File: src/rtl/rng_arbiter.sv
// ---------------------------------------------------------------------------
// rng_arbiter
//
// Round-robin arbiter that shares one 16-bit random generator between
// NUM_REQ requesters.
//
// Per transaction it:
//   1. picks one requester,
//   2. pulses the generator enable for one cycle,
//   3. waits for the generator's done level,
//   4. returns the captured value to the winner with a one-hot valid pulse.
//
// It is the only block that drives the generator enable.
//
// Ports:
//   clock      : system clock, all state on the rising edge
//   nrst       : synchronous active-low reset
//   req        : per-requester level request, held until its rsp_valid bit
//   gnt        : one-hot grant, held from ISSUE through RESP
//   rsp_valid  : one-hot, one-cycle response pulse to the granted requester
//   rsp_data   : captured random value, held until the next response
//   rsp_err    : timeout flag, qualified by rsp_valid
//   busy       : high whenever the arbiter is not idle
//   rng_en     : one-cycle enable pulse to the generator
//   rng_done   : generator done level (cleared when it accepts rng_en)
//   rng_data   : generator output value
//
// Optional feature macro: RNG_ARB_TIMEOUT_EN
//   Defined    : WAIT gives up after TIMEOUT cycles and responds with
//                rsp_data=0 and rsp_err=1.
//   Undefined  : WAIT holds until rng_done, and rsp_err is constant 0.
// ---------------------------------------------------------------------------
module rng_arbiter #(
  parameter int NUM_REQ = 4,
  parameter int TIMEOUT = 15
) (
  input  logic               clock,
  input  logic               nrst,
  input  logic [NUM_REQ-1:0] req,
  output logic [NUM_REQ-1:0] gnt,
  output logic [NUM_REQ-1:0] rsp_valid,
  output logic [15:0]        rsp_data,
  output logic               rsp_err,
  output logic               busy,
  output logic               rng_en,
  input  logic               rng_done,
  input  logic [15:0]        rng_data
);

  localparam int PTR_W = (NUM_REQ > 1) ? $clog2(NUM_REQ) : 1;

  typedef enum logic [1:0] {
    ST_IDLE  = 2'd0,
    ST_ISSUE = 2'd1,
    ST_WAIT  = 2'd2,
    ST_RESP  = 2'd3
  } state_t;

  state_t             state_r, state_nxt_s;
  logic [PTR_W-1:0]   rr_ptr_r, rr_ptr_nxt_s;
  logic [PTR_W-1:0]   winner_r, winner_nxt_s;
  logic [NUM_REQ-1:0] gnt_r, gnt_nxt_s;
  logic [NUM_REQ-1:0] rsp_valid_r, rsp_valid_nxt_s;
  logic [15:0]        rsp_data_r, rsp_data_nxt_s;
  logic               busy_r, busy_nxt_s;
  logic               rng_en_r, rng_en_nxt_s;
  logic [PTR_W-1:0]   pick_s;

`ifdef RNG_ARB_TIMEOUT_EN
  localparam int CNT_W = $clog2(TIMEOUT + 1);
  logic [CNT_W-1:0]   wait_cnt_r, wait_cnt_nxt_s;
  logic               rsp_err_r, rsp_err_nxt_s;
`endif

  // Search start, start+1, ... with wrap-around; the first set bit wins.
  function automatic logic [PTR_W-1:0] rr_pick(
    input logic [NUM_REQ-1:0] req_v,
    input logic [PTR_W-1:0]   ptr
  );
    logic [PTR_W-1:0] pick;
    logic             found;
    int               idx;
    pick  = ptr;
    found = 1'b0;
    for (int i = 0; i < NUM_REQ; i++) begin
      idx = (int'(ptr) + i) % NUM_REQ;
      if (!found && req_v[idx]) begin
        pick  = idx[PTR_W-1:0];
        found = 1'b1;
      end else begin
        found = found;
      end
    end
    return pick;
  endfunction

  // Expands a requester index into a one-hot vector.
  function automatic logic [NUM_REQ-1:0] one_hot(input logic [PTR_W-1:0] idx);
    logic [NUM_REQ-1:0] oh;
    oh = '0;
    for (int i = 0; i < NUM_REQ; i++) begin
      oh[i] = (i == int'(idx));
    end
    return oh;
  endfunction

  // Winner for the current request vector, meaningful only in IDLE.
  always_comb begin
    pick_s = rr_pick(req, rr_ptr_r);
  end

  // Next-state logic and next values of all registered outputs.
  always_comb begin
    state_nxt_s     = state_r;
    rr_ptr_nxt_s    = rr_ptr_r;
    winner_nxt_s    = winner_r;
    gnt_nxt_s       = gnt_r;
    rsp_valid_nxt_s = {NUM_REQ{1'b0}};
    rsp_data_nxt_s  = rsp_data_r;
`ifdef RNG_ARB_TIMEOUT_EN
    wait_cnt_nxt_s  = wait_cnt_r;
    rsp_err_nxt_s   = rsp_err_r;
`endif

    case (state_r)
      ST_IDLE: begin
        if (req != {NUM_REQ{1'b0}}) begin
          winner_nxt_s = pick_s;
          gnt_nxt_s    = one_hot(pick_s);
          state_nxt_s  = ST_ISSUE;
        end else begin
          state_nxt_s  = ST_IDLE;
        end
      end

      ST_ISSUE: begin
        state_nxt_s    = ST_WAIT;
`ifdef RNG_ARB_TIMEOUT_EN
        wait_cnt_nxt_s = {CNT_W{1'b0}};
`endif
      end

      ST_WAIT: begin
        if (rng_done) begin
          rsp_data_nxt_s  = rng_data;
          rsp_valid_nxt_s = gnt_r;
          state_nxt_s     = ST_RESP;
`ifdef RNG_ARB_TIMEOUT_EN
          rsp_err_nxt_s   = 1'b0;
        end else if (wait_cnt_r == CNT_W'(TIMEOUT - 1)) begin
          // This WAIT cycle is the TIMEOUT-th one without done: give up.
          rsp_data_nxt_s  = 16'h0000;
          rsp_err_nxt_s   = 1'b1;
          rsp_valid_nxt_s = gnt_r;
          state_nxt_s     = ST_RESP;
        end else begin
          wait_cnt_nxt_s  = wait_cnt_r + CNT_W'(1);
          state_nxt_s     = ST_WAIT;
        end
`else
        end else begin
          state_nxt_s     = ST_WAIT;
        end
`endif
      end

      ST_RESP: begin
        if (winner_r == PTR_W'(NUM_REQ - 1)) begin
          rr_ptr_nxt_s = {PTR_W{1'b0}};
        end else begin
          rr_ptr_nxt_s = winner_r + PTR_W'(1);
        end
        gnt_nxt_s   = {NUM_REQ{1'b0}};
        state_nxt_s = ST_IDLE;
      end

      default: begin
        gnt_nxt_s   = {NUM_REQ{1'b0}};
        state_nxt_s = ST_IDLE;
      end
    endcase

    // The enable and busy flags are registered from the next state, so
    // rng_en is high exactly while the state is ISSUE.
    rng_en_nxt_s = (state_nxt_s == ST_ISSUE);
    busy_nxt_s   = (state_nxt_s != ST_IDLE);
  end

  // State and registered-output update with synchronous active-low reset.
  always_ff @(posedge clock) begin
    if (!nrst) begin
      state_r     <= ST_IDLE;
      rr_ptr_r    <= {PTR_W{1'b0}};
      winner_r    <= {PTR_W{1'b0}};
      gnt_r       <= {NUM_REQ{1'b0}};
      rsp_valid_r <= {NUM_REQ{1'b0}};
      rsp_data_r  <= 16'h0000;
      busy_r      <= 1'b0;
      rng_en_r    <= 1'b0;
`ifdef RNG_ARB_TIMEOUT_EN
      wait_cnt_r  <= {CNT_W{1'b0}};
      rsp_err_r   <= 1'b0;
`endif
    end else begin
      state_r     <= state_nxt_s;
      rr_ptr_r    <= rr_ptr_nxt_s;
      winner_r    <= winner_nxt_s;
      gnt_r       <= gnt_nxt_s;
      rsp_valid_r <= rsp_valid_nxt_s;
      rsp_data_r  <= rsp_data_nxt_s;
      busy_r      <= busy_nxt_s;
      rng_en_r    <= rng_en_nxt_s;
`ifdef RNG_ARB_TIMEOUT_EN
      wait_cnt_r  <= wait_cnt_nxt_s;
      rsp_err_r   <= rsp_err_nxt_s;
`endif
    end
  end

  assign gnt       = gnt_r;
  assign rsp_valid = rsp_valid_r;
  assign rsp_data  = rsp_data_r;
  assign busy      = busy_r;
  assign rng_en    = rng_en_r;
`ifdef RNG_ARB_TIMEOUT_EN
  assign rsp_err   = rsp_err_r;
`else
  assign rsp_err   = 1'b0;
`endif

endmodule

File: config.mk
export PLATFORM = sky130hd
export DESIGN_NAME = rng_arbiter
export DESIGN_NICKNAME = d
export VERILOG_FILES = /design/src/rtl/rng_arbiter.sv
export SDC_FILE = /design/constraint.sdc
export NUM_CORES = 1
export LEC_CHECK = 0
export ABC_AREA = 1
export BUFFER_PORTS_ARGS = -buffer_cell sky130_fd_sc_hd__buf_4
export CAP_MARGIN = 20
export CELL_PAD_IN_SITES_DETAIL_PLACEMENT = 2
export CELL_PAD_IN_SITES_GLOBAL_PLACEMENT = 2
export CORE_UTILIZATION = 24
export DETAILED_ROUTE_END_ITERATION = 12
export MAX_ROUTING_LAYER = met4
export PLACE_DENSITY_LB_ADDON = 0.1
export SETUP_SLACK_MARGIN = 0.15
export SYNTH_ARGS = -nofsm -noshare
export SYNTH_HDL_FRONTEND = slang
export SYNTH_SLANG_ARGS = --single-unit
File: constraint.sdc
create_clock -name clock -period 1.35 [get_ports clock]
set_input_delay 0.135 -clock clock [delete_from_list [all_inputs] [get_ports clock]]
set_output_delay 0.135 -clock clock [all_outputs]
set_load 0.05 [all_outputs]
==> results.ini <==
[logic_synthesis]
yosysSeqAreaShare_pct=40.2
synth_area_leaders=dfxtp_1, nand2_1, nor2_1
synth.most_common_cell=nand2_1
ys_ff_latch=32
synth.top_cell.area_share_pct=40.2
syn_area_per_cell_sq_um=6.99
yosysWarningCount=0
synth.distinct_cells=25
syn_area_sq_um=1590
synth_edf_count=0
synthFlopType=dfxtp_1
synth_common_cells=nand2_1, nor2_1, dfxtp_1
synthCells=228
synth_fp_nets=255
async_flop_share_pct=0
netlist.top_cell.by_area=dfxtp_1

[worst_setup_path]
crit_end=gnt[1]
crit_top_cell=nand2_4
ff2ff_path_depth=13
worstReg2RegStart=rr_ptr_r[0]
critPathLaunch=rr_ptr_r[0]
cp.arrival_ns=1.76
path_cells=buf_8, nand2_4, nand2_4, nand2_2, nand2_4, nand2_4, nand2_1, nand2_1, nand2_2, nand2_2, nor2_4, nand2_1, a21oi_2
required_ns=1.57
slowest_delay_ns=0.41
critPathMaxFanout=6
r2r_slack_ns=-0.20
critPathLaunchType=flop
worst_path_max_delay_cell=dfxtp_4
endpoint_kind=flop
path_class=flop to flop
timing.rr.end=gnt[1]

[routing]
drc_errors=0
avgRoutedWirePerCell_microns=13.3
first_iter_violations=21
wl_microns=5070
routed_via_density=4.46
drt_pre_antenna_iters=4
vias=1700
ant_nets=0

[finish]
final_nets=330
syn2layout_area_growth_pct=68.4
finalInstanceArea_sq_um=2680
fin_cells=381
drive_above_1_share_pct=53.3
antenna_cells=0
seqCellArea_sq_um=651
multi_input_area_sq_um=1100
fillCellCount=726

[floorplanning]
num_io_pins=50
die_h_microns=83.5
dieArea_sq_um=6970
rows=29
core-area_sq_um=6390
initial_core_util_pct=24.9
die_w_microns=83.5

[placement]
place.gp.congestion=0.720
dp.cells=369
portBuffers=48
dpl_worst_slack_ns=-0.260
placed_area_sq_um=2210
dp_hpwl_microns=3660

[sta]
timing.hold.ws_ns=0.0976
post-route-min-period_ns=1.55
finalHoldViolations=0
tns_ns=-1.03
setup_viol=6
drv_slew=0
setup_ws_ns=-0.196
rsz0062_at_grt=true
clock_skew_ns=0.00529
fin_crit_sh_pct=114
clock.fmax_mhz=647

[grt]
grt_pass1_vias=1803
grtUsageTotal_pct=14.8
grt_pass1_wl_microns=8140
gr-total-overflow=0
grt_antenna_before_repair=0
grt_max_degree=23

[power]
leakage_nw=1.29
p_per_area_nw_per_um2=1400
ir_worst_vdd_mv=0.509

[clock_tree]
clockRootBuffer=clkbuf_8
cts_buffers=5
cts.sinks=32
cts.htree.levels=2
hold_buffers=0
tritoncts=built
cts_buffer_depth=2
insertion_delay_ns=0.28
cts.clk_slew.worst_paths_ns=0.07

[run_status]
outcome=finished, violations left
violations=negative setup slack

[job]
cap_viol_max_count=0

[min_path]
hp-class=input pin to flop

## how the worst min path moves through the flow
stage / endpoint / depth (start not counted) / slack, ns / from
finish: rsp_data[10] / 3 / 0.1 / rng_data[10]
global route: rsp_data[7] / 3 / 0.10 / rng_data[7]
CTS: rsp_data[10] / 3 / 0.09 / rng_data[10]
detailed placement: rsp_data[5] / 3 / 0.40 / rng_data[5]
global placement: rsp_data[2] / 3 / 0.39 / rng_data[2]
floorplan: rsp_data[10] / 2 / 0.30 / rng_data[10]
## final cells by class
class / count / area share [%]
inverter: 22 / 4.01
clock buffer: 7 / 3.22
tap: 77 / 3.59
sequential: 32 / 24.3
clock inverter: 1 / 0.280
timing repair buffer: 76 / 23.5
multi-input combinational: 166 / 41.1
## metal layers
metal | GRT usage [%] | part of all wire (%) | vias up
li1 | - | - | 854
met1 | 17.6 | 43 | 812
met2 | 25.2 | 52 | 30
met3 | 3.26 | 3.6 | 4
met4 | 4.16 | 0.81 | 0
met5 | - | 0 | -
## flip-flops by register name, summed over array words and instances, names as in the netlist
signal     flops
rsp_data      16
gnt            4
rsp_valid      4
rr_ptr_r       2
state_r        2
winner_r       2
busy           1
rng_en         1
## cell usage in the layout, fill, tap and decap left out, drive strengths merged
| cell | instances |
|---|---|
| a21oi | 7 |
| clkinv | 1 |
| nor3 | 1 |
| buf | 75 |
| clkbuf | 8 |
| nand3 | 14 |
| a41oi | 1 |
| ha | 4 |
| nor2 | 42 |
| nand2 | 75 |
| o21ai | 19 |
| o211ai | 1 |
| inv | 21 |
| dfxtp | 32 |
| o211a | 1 |
| clkinvlp | 1 |
| conb | 1 |
## where the power goes
group | internal, mW | switching (mW) | total, mW | leakage (nW)
Combinational | 0.704 | 1.08 | 1.79 | 0.980
Sequential | 1.08 | 0.107 | 1.19 | 0.263
Clock | 0.415 | 0.375 | 0.789 | 0.0445
Total | 2.20 | 1.56 | 3.76 | 1.29
## per-stage QoR
stage | power [mW] | utilization (%)
2_1_floorplan | 2.14 | -
5_1_grt | 4.02 | 42.0
6_report | 3.76 | 42.0
3_3_place_gp | 2.63 | 34.7
3_5_place_dp | 2.66 | 34.7
4_1_cts | 3.58 | 38.2
## what timing repair did
| item | in CTS | in global routing |
|---|---|---|
| gates resized for setup | 37 | 54 |
| endpoints found under the setup margin | 29 | 30 |
| setup buffers | 2 | 1 |
| gates cloned | 0 | 1 |
| pin swaps | 3 | 27 |
## critical path: cells and delay by family (launching register included)
family                 cells  cell delay (ns)
buffers and inverters      1             0.16
and+or+nand+nor           11             0.82
AOI/OAI and AO/OA          1             0.10
DFF                        1             0.41
## cells by family (layout without fill, tap and decap cells)
logic type | count (synthesis) | after routing | share of synthesized area (%)
compound gates | 29 | 29 | 9.82
buf+inv | 30 | 106 | 8.95
other cells | 1 | 1 | 0.235
fa+ha+maj | 4 | 4 | 3.14
flops | 32 | 32 | 40.2
simple gates | 132 | 132 | 37.6
No activity file was read; power rests on OpenSTA's default activity.
